[src/rtl/instr_fetch_queue.sv]
// Instruction fetch unit: owns the fetch PC, reads a combinational instruction memory
// and buffers {pc, instr} pairs in a small FIFO drained by decode via valid/ready.
module instr_fetch_queue #(
  parameter int unsigned DEPTH    = 4,
  parameter logic [31:0] RESET_PC = 32'h0
) (
  input  logic                       clk_i,
  input  logic                       rst_i,
  output logic [31:0]                imem_addr_o,
  input  logic [31:0]                imem_instr_i,
  output logic                       instr_valid_o,
  input  logic                       instr_ready_i,
  output logic [31:0]                instr_o,
  output logic [31:0]                pc_o,
  input  logic                       redirect_i,
  input  logic [31:0]                redirect_pc_i,
  output logic [$clog2(DEPTH):0]     count_o
);

  localparam int unsigned PtrW = $clog2(DEPTH);
  localparam int unsigned CntW = PtrW + 1;

  logic [31:0]     fetch_pc_q, fetch_pc_d;
  logic [PtrW-1:0] rd_ptr_q, rd_ptr_d;
  logic [PtrW-1:0] wr_ptr_q, wr_ptr_d;
  logic [CntW-1:0] count_q, count_d;
  logic [31:0]     instr_mem_q [DEPTH];
  logic [31:0]     pc_mem_q    [DEPTH];

  logic pop;
  logic enq;

  assign instr_valid_o = (count_q != '0);
  assign pop           = instr_valid_o & instr_ready_i;
  // A full FIFO still accepts a word when the head leaves in the same cycle.
  assign enq           = ~redirect_i & ((count_q < CntW'(DEPTH)) | pop);

  always_comb begin
    fetch_pc_d = fetch_pc_q;
    rd_ptr_d   = rd_ptr_q;
    wr_ptr_d   = wr_ptr_q;
    count_d    = count_q;
    if (redirect_i) begin
      // Flush wins over any same-cycle pop; low address bits are dropped.
      fetch_pc_d = redirect_pc_i & 32'hFFFF_FFFC;
      rd_ptr_d   = '0;
      wr_ptr_d   = '0;
      count_d    = '0;
    end else begin
      if (enq) begin
        fetch_pc_d = fetch_pc_q + 32'd4;
        wr_ptr_d   = wr_ptr_q + PtrW'(1);
      end
      if (pop) begin
        rd_ptr_d = rd_ptr_q + PtrW'(1);
      end
      count_d = count_q + CntW'(enq) - CntW'(pop);
    end
  end

  always_ff @(posedge clk_i) begin
    if (rst_i) begin
      fetch_pc_q <= RESET_PC;
      rd_ptr_q   <= '0;
      wr_ptr_q   <= '0;
      count_q    <= '0;
    end else begin
      fetch_pc_q <= fetch_pc_d;
      rd_ptr_q   <= rd_ptr_d;
      wr_ptr_q   <= wr_ptr_d;
      count_q    <= count_d;
    end
  end

  // Storage needs no reset: count gates every read.
  always_ff @(posedge clk_i) begin
    if (!rst_i && enq) begin
      instr_mem_q[wr_ptr_q] <= imem_instr_i;
      pc_mem_q[wr_ptr_q]    <= fetch_pc_q;
    end
  end

  assign imem_addr_o = fetch_pc_q;
  assign instr_o     = instr_valid_o ? instr_mem_q[rd_ptr_q] : 32'h0;
  assign pc_o        = instr_valid_o ? pc_mem_q[rd_ptr_q] : 32'h0;
  assign count_o     = count_q;

endmodule

[config.mk]
export PLATFORM = sky130hd
export DESIGN_NAME = instr_fetch_queue
export DESIGN_NICKNAME = d
export VERILOG_FILES = /design/src/rtl/instr_fetch_queue.sv
export SDC_FILE = /design/constraint.sdc
export NUM_CORES = 1
export LEC_CHECK = 0
export ABC_AREA = 1
export CORE_ASPECT_RATIO = 0.9
export CORE_UTILIZATION = 55
export CTS_CLUSTER_DIAMETER = 200
export DETAILED_ROUTE_END_ITERATION = 16
export PLACE_DENSITY = 0.81
export SYNTH_ARGS = -nofsm -noshare
export SYNTH_HDL_FRONTEND = slang
export SYNTH_SLANG_ARGS = --single-unit
export TNS_END_PERCENT = 30
[constraint.sdc]
create_clock -name clk_i -period 6.2 [get_ports clk_i]
set_input_delay 1.86 -clock clk_i [delete_from_list [all_inputs] [get_ports clk_i]]
set_output_delay 1.86 -clock clk_i [all_outputs]
set_load 0.05 [all_outputs]
# Yosys cells after proc, flatten, opt, wreduce, memory -nomap -nowiden
# Memory sizes are Yosys's and may differ from the RTL's. A register that Yosys moved wholly into a read port is not among the register bits.
# Index checks and enable logic that the tools add are counted.
# W data, S select, Z words.
# totals
ram_bits	256
wordCells	32
latchBits	0
ff_bits	39
n_memories	2
rom_bits	0
# memory_table
memory	words	width	rd	rd_ports_with_merged_regs	write_ports	line_no	text
instr_mem_q	4	32	1	1	1	27	logic [31:0] instr_mem_q [DEPTH];
pc_mem_q	4	32	1	1	1	28	logic [31:0] pc_mem_q [DEPTH];
# op_classes
n_div	0
reduce_logical	5
n_mux	10
magnitude_cmp	1
n_bitwise	4
n_eq_ne	0
multipliers	0
shift	0
addsub	5
# op_table
operator	n
$mux W32	4
$add A32 B3 Y32 const B	1
$mux W2	4
$add A2 B1 Y2 const B	2
$add A3 B1 Y3	1
$lt A3 B3 Y1 const B	1
$reduce_bool A3 Y1	1
$sub A3 B1 Y3	1
$and A1 B1 Y1	2
$mux W1	2
$reduce_bool A2 Y1	1
$reduce_or A2 Y1	1
$logic_and A1 B1 Y1	1
$logic_not A1 Y1	1
$not A1 Y1	1
$or A1 B1 Y1	1

# Depth between registers and ports, before layout
# Gate-level depths: netlist (run 1).
# logic_depth
depth_word	7
mapped_depth	11

# Worst setup path after synthesis (run 1)
# OpenSTA, ideal clock, no wires.
# synth_path
path_kind	input to register
from	input rst_i
to	memory instr_mem_q[0][0], enable pin
path_buffers	1
setup_slack_ns	0.545
setup_time_ns	0.482
t_arrival_ns	5.172
path_stages	6
required_time_ns	5.718
path_cell_list	buf_2 nor2_2 inv_1 nor2_2 inv_1 nor2_1
# synth_via
elab_chain_cells	4
# synth_lines
item	line_no	text
start: declaration	8	input logic rst_i,
$logic_not A1 Y1	77	if (!rst_i && enq) begin
$logic_and A1 B1 Y1	77	
$mux W1	77	
$mux W1 (implied by the code)	78	instr_mem_q[wr_ptr_q] <= imem_instr_i;
end: declaration	27	
# Every way passes these cells.

==> results of run 1 <==
-- per-layer routing --
layer | vias up | GRT usage (%)
met5 | - | 0
met1 | 4106 | 34.4
met2 | 415 | 40.3
met3 | 42 | 4.17
li1 | 4118 | -
met4 | 0 | 8.45
-- cells in the final DEF, fill, tap and decap left out, types with 2 or more instances in the layout --
cell,instances
clkinv_2,6
conb_1,4
buf_4,13
xor2_1,10
clkbuf_16,31
nand3b_1,2
a22oi_1,16
clkinv_1,3
inv_1,39
dfxtp_1,37
nand2_2,9
nor2_4,9
bufinv_16,5
nor3_1,3
xnor2_1,4
buf_12,4
clkdlybuf4s50_1,161
nor3_4,2
o22ai_1,4
a31oi_1,6
nand2_1,92
a21oi_1,86
o21ai_0,139
ha_1,7
nor2_1,279
edfxtp_1,248
inv_2,6
nor2_2,9
clkbuf_1,4
nand3_1,19
nand4_1,2
-- Yosys cell counts, types with 3 or more instances --
| library cell | number |
|---|---|
| a21oi_1 | 86 |
| a22oi_1 | 16 |
| a31oi_1 | 6 |
| buf_2 | 14 |
| buf_4 | 6 |
| clkbuf_1 | 39 |
| dfxtp_1 | 39 |
| edfxtp_1 | 248 |
| ha_1 | 7 |
| inv_1 | 39 |
| inv_2 | 6 |
| nand2_1 | 92 |
| nand2_2 | 9 |
| nand3_1 | 19 |
| nor2_1 | 283 |
| nor2_2 | 9 |
| nor2_4 | 5 |
| nor3_1 | 3 |
| o21ai_0 | 139 |
| o22ai_1 | 4 |
| xnor2_1 | 4 |
| xor2_1 | 10 |
-- power by group through the flow --
stage | Sequential, mW | Clock [mW] | Combinational (mW)
global placement | 2.24 | 0 | 0.571
CTS | 2.20 | 1.83 | 0.579
floorplan | 2.27 | 0 | 0.316
global route | 2.21 | 1.90 | 0.613
detailed placement | 2.24 | 0 | 0.576
finish | 2.20 | 1.81 | 0.579
-- sequential cells by signal (all words and copies together), names as in the netlist, named ones only --
register and count:
rd_ptr_q 2, imem_addr_o 30, instr_mem_q 128, count_o 3, pc_mem_q 120, wr_ptr_q 2
-- logic make-up after synthesis --
| kind of cell | after synthesis |
|---|---|
| other cells | 1 |
| buf+inv | 105 |
| xor+xnor | 14 |
| compound gates | 257 |
| flops | 287 |
| simple gates | 430 |
| fa+ha+maj | 8 |
-- cell type report --
cell class	count	area [sq um]	area share, %
clock buffer	36	805	5.37
inverter	45	169	1.13
clock inverter	15	199	1.33
multi-input combinational	713	3420	22.8
tap	286	358	2.39
sequential	287	8230	55.0
timing repair buffer	178	1790	11.9
-- critical path, delay by kind of cell (launching register included) --
family | cells | cell delay (ns)
AO/OA/AOI/OAI | 2 | 0.39
flip-flops | 1 | 0.45
buffers and inverters | 3 | 1.75
-- worst min path at each step --
stage,to,slack (ns),cells after the start
6_report,rd_ptr_q[0]$_SDFFE_PP0P_,0.48,1
5_1_grt,flip-flop,0.50,1
4_1_cts,rd_ptr_q[0]$_SDFFE_PP0P_,0.48,1
3_5_place_dp,rd_ptr_q[0]$_SDFFE_PP0P_,0.47,1
3_3_place_gp,flip-flop,0.44,2
2_1_floorplan,flip-flop,0.44,2
-- stage by stage --
stage | power (mW) | setup slack, ns
6_report | 4.59 | 1.19
3_5_place_dp | 2.82 | 1.47
5_1_grt | 4.72 | 1.04
3_3_place_gp | 2.81 | 1.49
2_1_floorplan | 2.59 | 0.545
4_1_cts | 4.61 | 1.17
==> flow_summary.ini, run 1 <==
[status]
status = finished, final reports clean

[logic_synthesis]
synth_area_sq_um = 12000
yosys.area_share.adder_pct = 0.894
synth.top_cell.area_share_pct = 61.8
synth.distinct_cells = 38
ys_seq_area_share_pct = 68.3
synth-simple-area-share_pct = 14.9
synth_compound_gate_area_share_pct = 11.2
synth.area.mux_share_pct = 0
synth_seq_cells = 287
synth-xor-area-share_pct = 1.02
postSynthCellCount = 1102
yosys-top-cells-area = edfxtp_1, nor2_1, dfxtp_1, o21ai_0, a21oi_1
synth_ff_type = edfxtp_1
synth_top_family_by_area = simple AND/OR/NAND/NOR gates
synthArstFlopShare_pct = 0
yosys.area.top_type = edfxtp_1
synth.avg_cell_area_sq_um = 10.9
synth_edf_count = 248
synth_warnings = 0

[clocking]
cts_buffer_depth = 3
cts_made_buffers = 28
htree_levels = 1
clk_pin_slew_worst_paths_ns = 0.06
cts_sinks = 287
cts_root_buf = clkbuf_16
cts_tree = done
postCtsSetupBuffers = 0
ctsResizeCount = 0
ctsHoldBuffers = 0
worst_skew_pair.late_latency_ns = 0.53

[setup_path]
path_cells = inv_2, buf_4, o21ai_0, a21oi_1, clkdlybuf4s50_1
path_class = flip-flop to output pin
endpoint = pc_o[15]
reg2reg_slack_ns = 3.38
arrival_ns = 3.15
worstSetupEndpointType = output pin
r2r_cells = 9
required_ns = 4.34
critical_path.max_stage_delay_ns = 0.85
critPathSlowestCell = clkdlybuf4s50_1
critPathLaunchType = flip-flop
r2r-end = count_o[2]$_SDFF_PP0_
r2r-start = count_o[2]$_SDFF_PP0_
cp_max_fo = 37

[sta]
drv_slew = 0
holdWs_ns = 0.484
tightestPinTransition_ns = 0.862
fin_tns_setup_ns = 0
maxSlewHeadroom_pct = 42.6
clock-skew-final_ns = 0.00922
fin_crit_sh_pct = 80.8
max_freq_mhz = 200
post-route-min-period_ns = 5.01
setup-violations-final = 0
rsz0062_at_grt = no
hold_viol = 0

[detailed_routing]
wire_per_inst_microns = 17.9
drc = 0
routed_wl_mm = 27.9
dr.first_iter.drc_count = 701
m1WireLength_mm = 11.6
first_pass_iters = 5
dr_wl_met3_mm = 2.69
vias = 8681
top_layer = met4
wl_met2_mm = 13.1
via_per_inst = 5.56
ant_nets = 0

[power_and_ir_drop]
power_frac_comb_pct = 12.6
seq_power_share_pct = 47.9
p_int_mw = 3.46
p_sw_mw = 1.14
switching_share_pct = 24.7
p_clk_share_pct = 39.5
p_leak_nw = 5.12
power.density_nw_per_um2 = 307
vdd_drop_max_mv = 0.195

[finish]
drive_gt1_share_pct = 8.01
area_delta_synth_final_pct = 24.3
nNetsFinal = 1329
diodes = 0
utilization_pct = 70.8
n_fill_cell = 1465
final_cells = 1560
fin_area_sq_um = 15000

[die]
core_area_sq_um = 21100
start_util_pct = 56.9
io_pins = 168
die_y_microns = 142
dieWidth_microns = 158
dieArea_sq_um = 22500
rows = 50

[global_routing]
grt_overflow = 0
antenna_found_initial = 0
gr-usage-all-layers_pct = 24.9
grt_pass1_vias = 8353
grt_pass1_wl_mm = 43.0
grt_start_max_net_pins = 65

[placed_design]
port_buffers = 161
hpwl_mm = 16.4
place_inst = 1509
gp_congestion = 0.882
dpl_cell_area_sq_um = 14000

[min_path]
hp-class = flip-flop to flip-flop
min-delay-start = rd_ptr_q[0]$_SDFFE_PP0P_

[job]
drv_cap = 0
Note: power is estimated with default switching activity, not from simulation.
==> run 2, diff against run 1 <==
==> constraint.sdc (replaced) <==
create_clock -name clk_i -period 4.9 [get_ports clk_i]
set_input_delay 1.47 -clock clk_i [delete_from_list [all_inputs] [get_ports clk_i]]
set_output_delay 1.47 -clock clk_i [all_outputs]
set_load 0.05 [all_outputs]
==> flow_summary.ini, run 2 (synthesis gave the netlist of run 1 again) <==
[detailed_routing]
dr.first_iter.drc_count = 798
wire_per_inst_microns = 18.3
vias = 8722
routed_wl_mm = 28.6
drc = 0
ant_nets = 0
first_pass_iters = 6
via_per_inst = 5.57

[power_and_ir_drop]
p_total_mw = 5.66
vdd_drop_max_mv = 0.222
power.density_nw_per_um2 = 380
p_leak_nw = 5.17

[clocking]
postCtsSetupBuffers = 0
cts_tree = done
ctsResizeCount = 0
cts_sinks = 287
ctsHoldBuffers = 0
cts_made_buffers = 29
cts_root_buf = clkbuf_16
htree_levels = 1
worst_skew_pair.late_latency_ns = 0.54
clk_pin_slew_worst_paths_ns = 0.06
cts_buffer_depth = 3

[finish]
final_cell_mix = nor2_1, edfxtp_1, o21ai_0
largest_register_ffs = 128
nNetsFinal = 1333
n_fill_cell = 1516
regArea_sq_um = 8230
final_common_cell = nor2_1
registers.top_by_ff_count = instr_mem_q
utilization_pct = 70.3
area_delta_synth_final_pct = 23.5
multi_input_area_sq_um = 3420
diodes = 0
drive_gt1_share_pct = 10.9

[die]
rows = 50
dieArea_sq_um = 22500
start_util_pct = 56.9
die_y_microns = 142
dieWidth_microns = 158
core_area_sq_um = 21100
io_pins = 168

[placed_design]
hpwl_mm = 16.9
gp_congestion = 0.894
port_buffers = 161

[status]
status = finished, final reports clean

[global_routing]
grt_start_max_net_pins = 65
grt_overflow = 0
grt_pass1_vias = 8468
grt_pass1_wl_mm = 43.7
antenna_found_initial = 0
gr-usage-all-layers_pct = 25.5

[setup_path]
path_cells = buf_4, nor2_1, nor2_1, o21ai_0, a21oi_1, clkdlybuf4s50_1
critPathSlowestCell = clkdlybuf4s50_1
cp_max_fo = 39
path_class = flip-flop to output pin
critPathLaunchType = flip-flop
arrival_ns = 2.94
crit_top_cell = nor2_1
critical_path.max_stage_delay_ns = 0.85
critPathBufInv = 2
required_ns = 3.43
worstSetupEndpointType = output pin
reg2reg_slack_ns = 2.50
crit_family = buffers and inverters

[sta]
clock-skew-final_ns = 0.0166
drv_slew = 0
setup-violations-final = 0
fin_crit_sh_pct = 90.0
rsz0062_at_grt = no
max_freq_mhz = 227
maxSlewHeadroom_pct = 41.6
hold_viol = 0
post-route-min-period_ns = 4.41
tightestPinTransition_ns = 0.875

[min_path]
hp-class = flip-flop to flip-flop

[job]
drv_cap = 0
## run 2: worst register-to-register path: stages, from the launching register on
cell     delay (ns)
dfxtp_1        0.38
nor3_4         0.24
buf_12         0.34
nor2_1         0.20
ha_1           0.32
inv_1          0.04
ha_1           0.18
fa_1           0.38
xor2_1         0.17
nor2_1         0.09
## run 2: routing by layer
| layer | global-route usage (%) | wire (microns) | vias up |
|---|---|---|---|
| met5 | 0 | 0 | - |
| met4 | 7.79 | 711 | 0 |
| met3 | 4.60 | 2590 | 56 |
| met2 | 42.6 | 13600 | 387 |
| met1 | 34.0 | 11700 | 4152 |
| li1 | - | - | 4127 |
## run 2: final timing paths
kind,start,end,cells after the start
setup / recovery,flip-flop,instr_o[16],6
hold reg to reg,rd_ptr_q[1]$_SDFFE_PP0P_,flip-flop,2
hold / removal,rd_ptr_q[1]$_SDFFE_PP0P_,flip-flop,2
setup reg to reg,count_o[2]$_SDFF_PP0_,count_o[2]$_SDFF_PP0_,9
## run 2: power breakdown
part / switching [mW] / internal (mW) / total [mW]
Sequential: 0.0632 / 2.72 / 2.79
Clock: 0.889 / 1.25 / 2.14
Combinational: 0.502 / 0.231 / 0.734
Total: 1.45 / 4.20 / 5.66
## run 2: layout make-up
type,instances,area share (%)
inverter,45,1.14
sequential,287,55.4
clock inverter,13,0.640
timing repair buffer,181,11.8
multi-input combinational,713,23.0
tap,286,2.41
clock buffer,40,5.65
## run 2: stage by stage
step	hold WS, ns	setup WS (ns)	setup TNS [ns]	cells	area [sq um]
floorplan	0.436	-0.365	-90.45	1105	12100
global placement	0.447	1.12	0	1512	13900
detailed placement	0.455	1.08	0	1512	13900
CTS	0.477	0.513	0	1565	14900
global route	0.510	0.395	0	1565	14900
finish	0.482	0.489	0	1565	14900
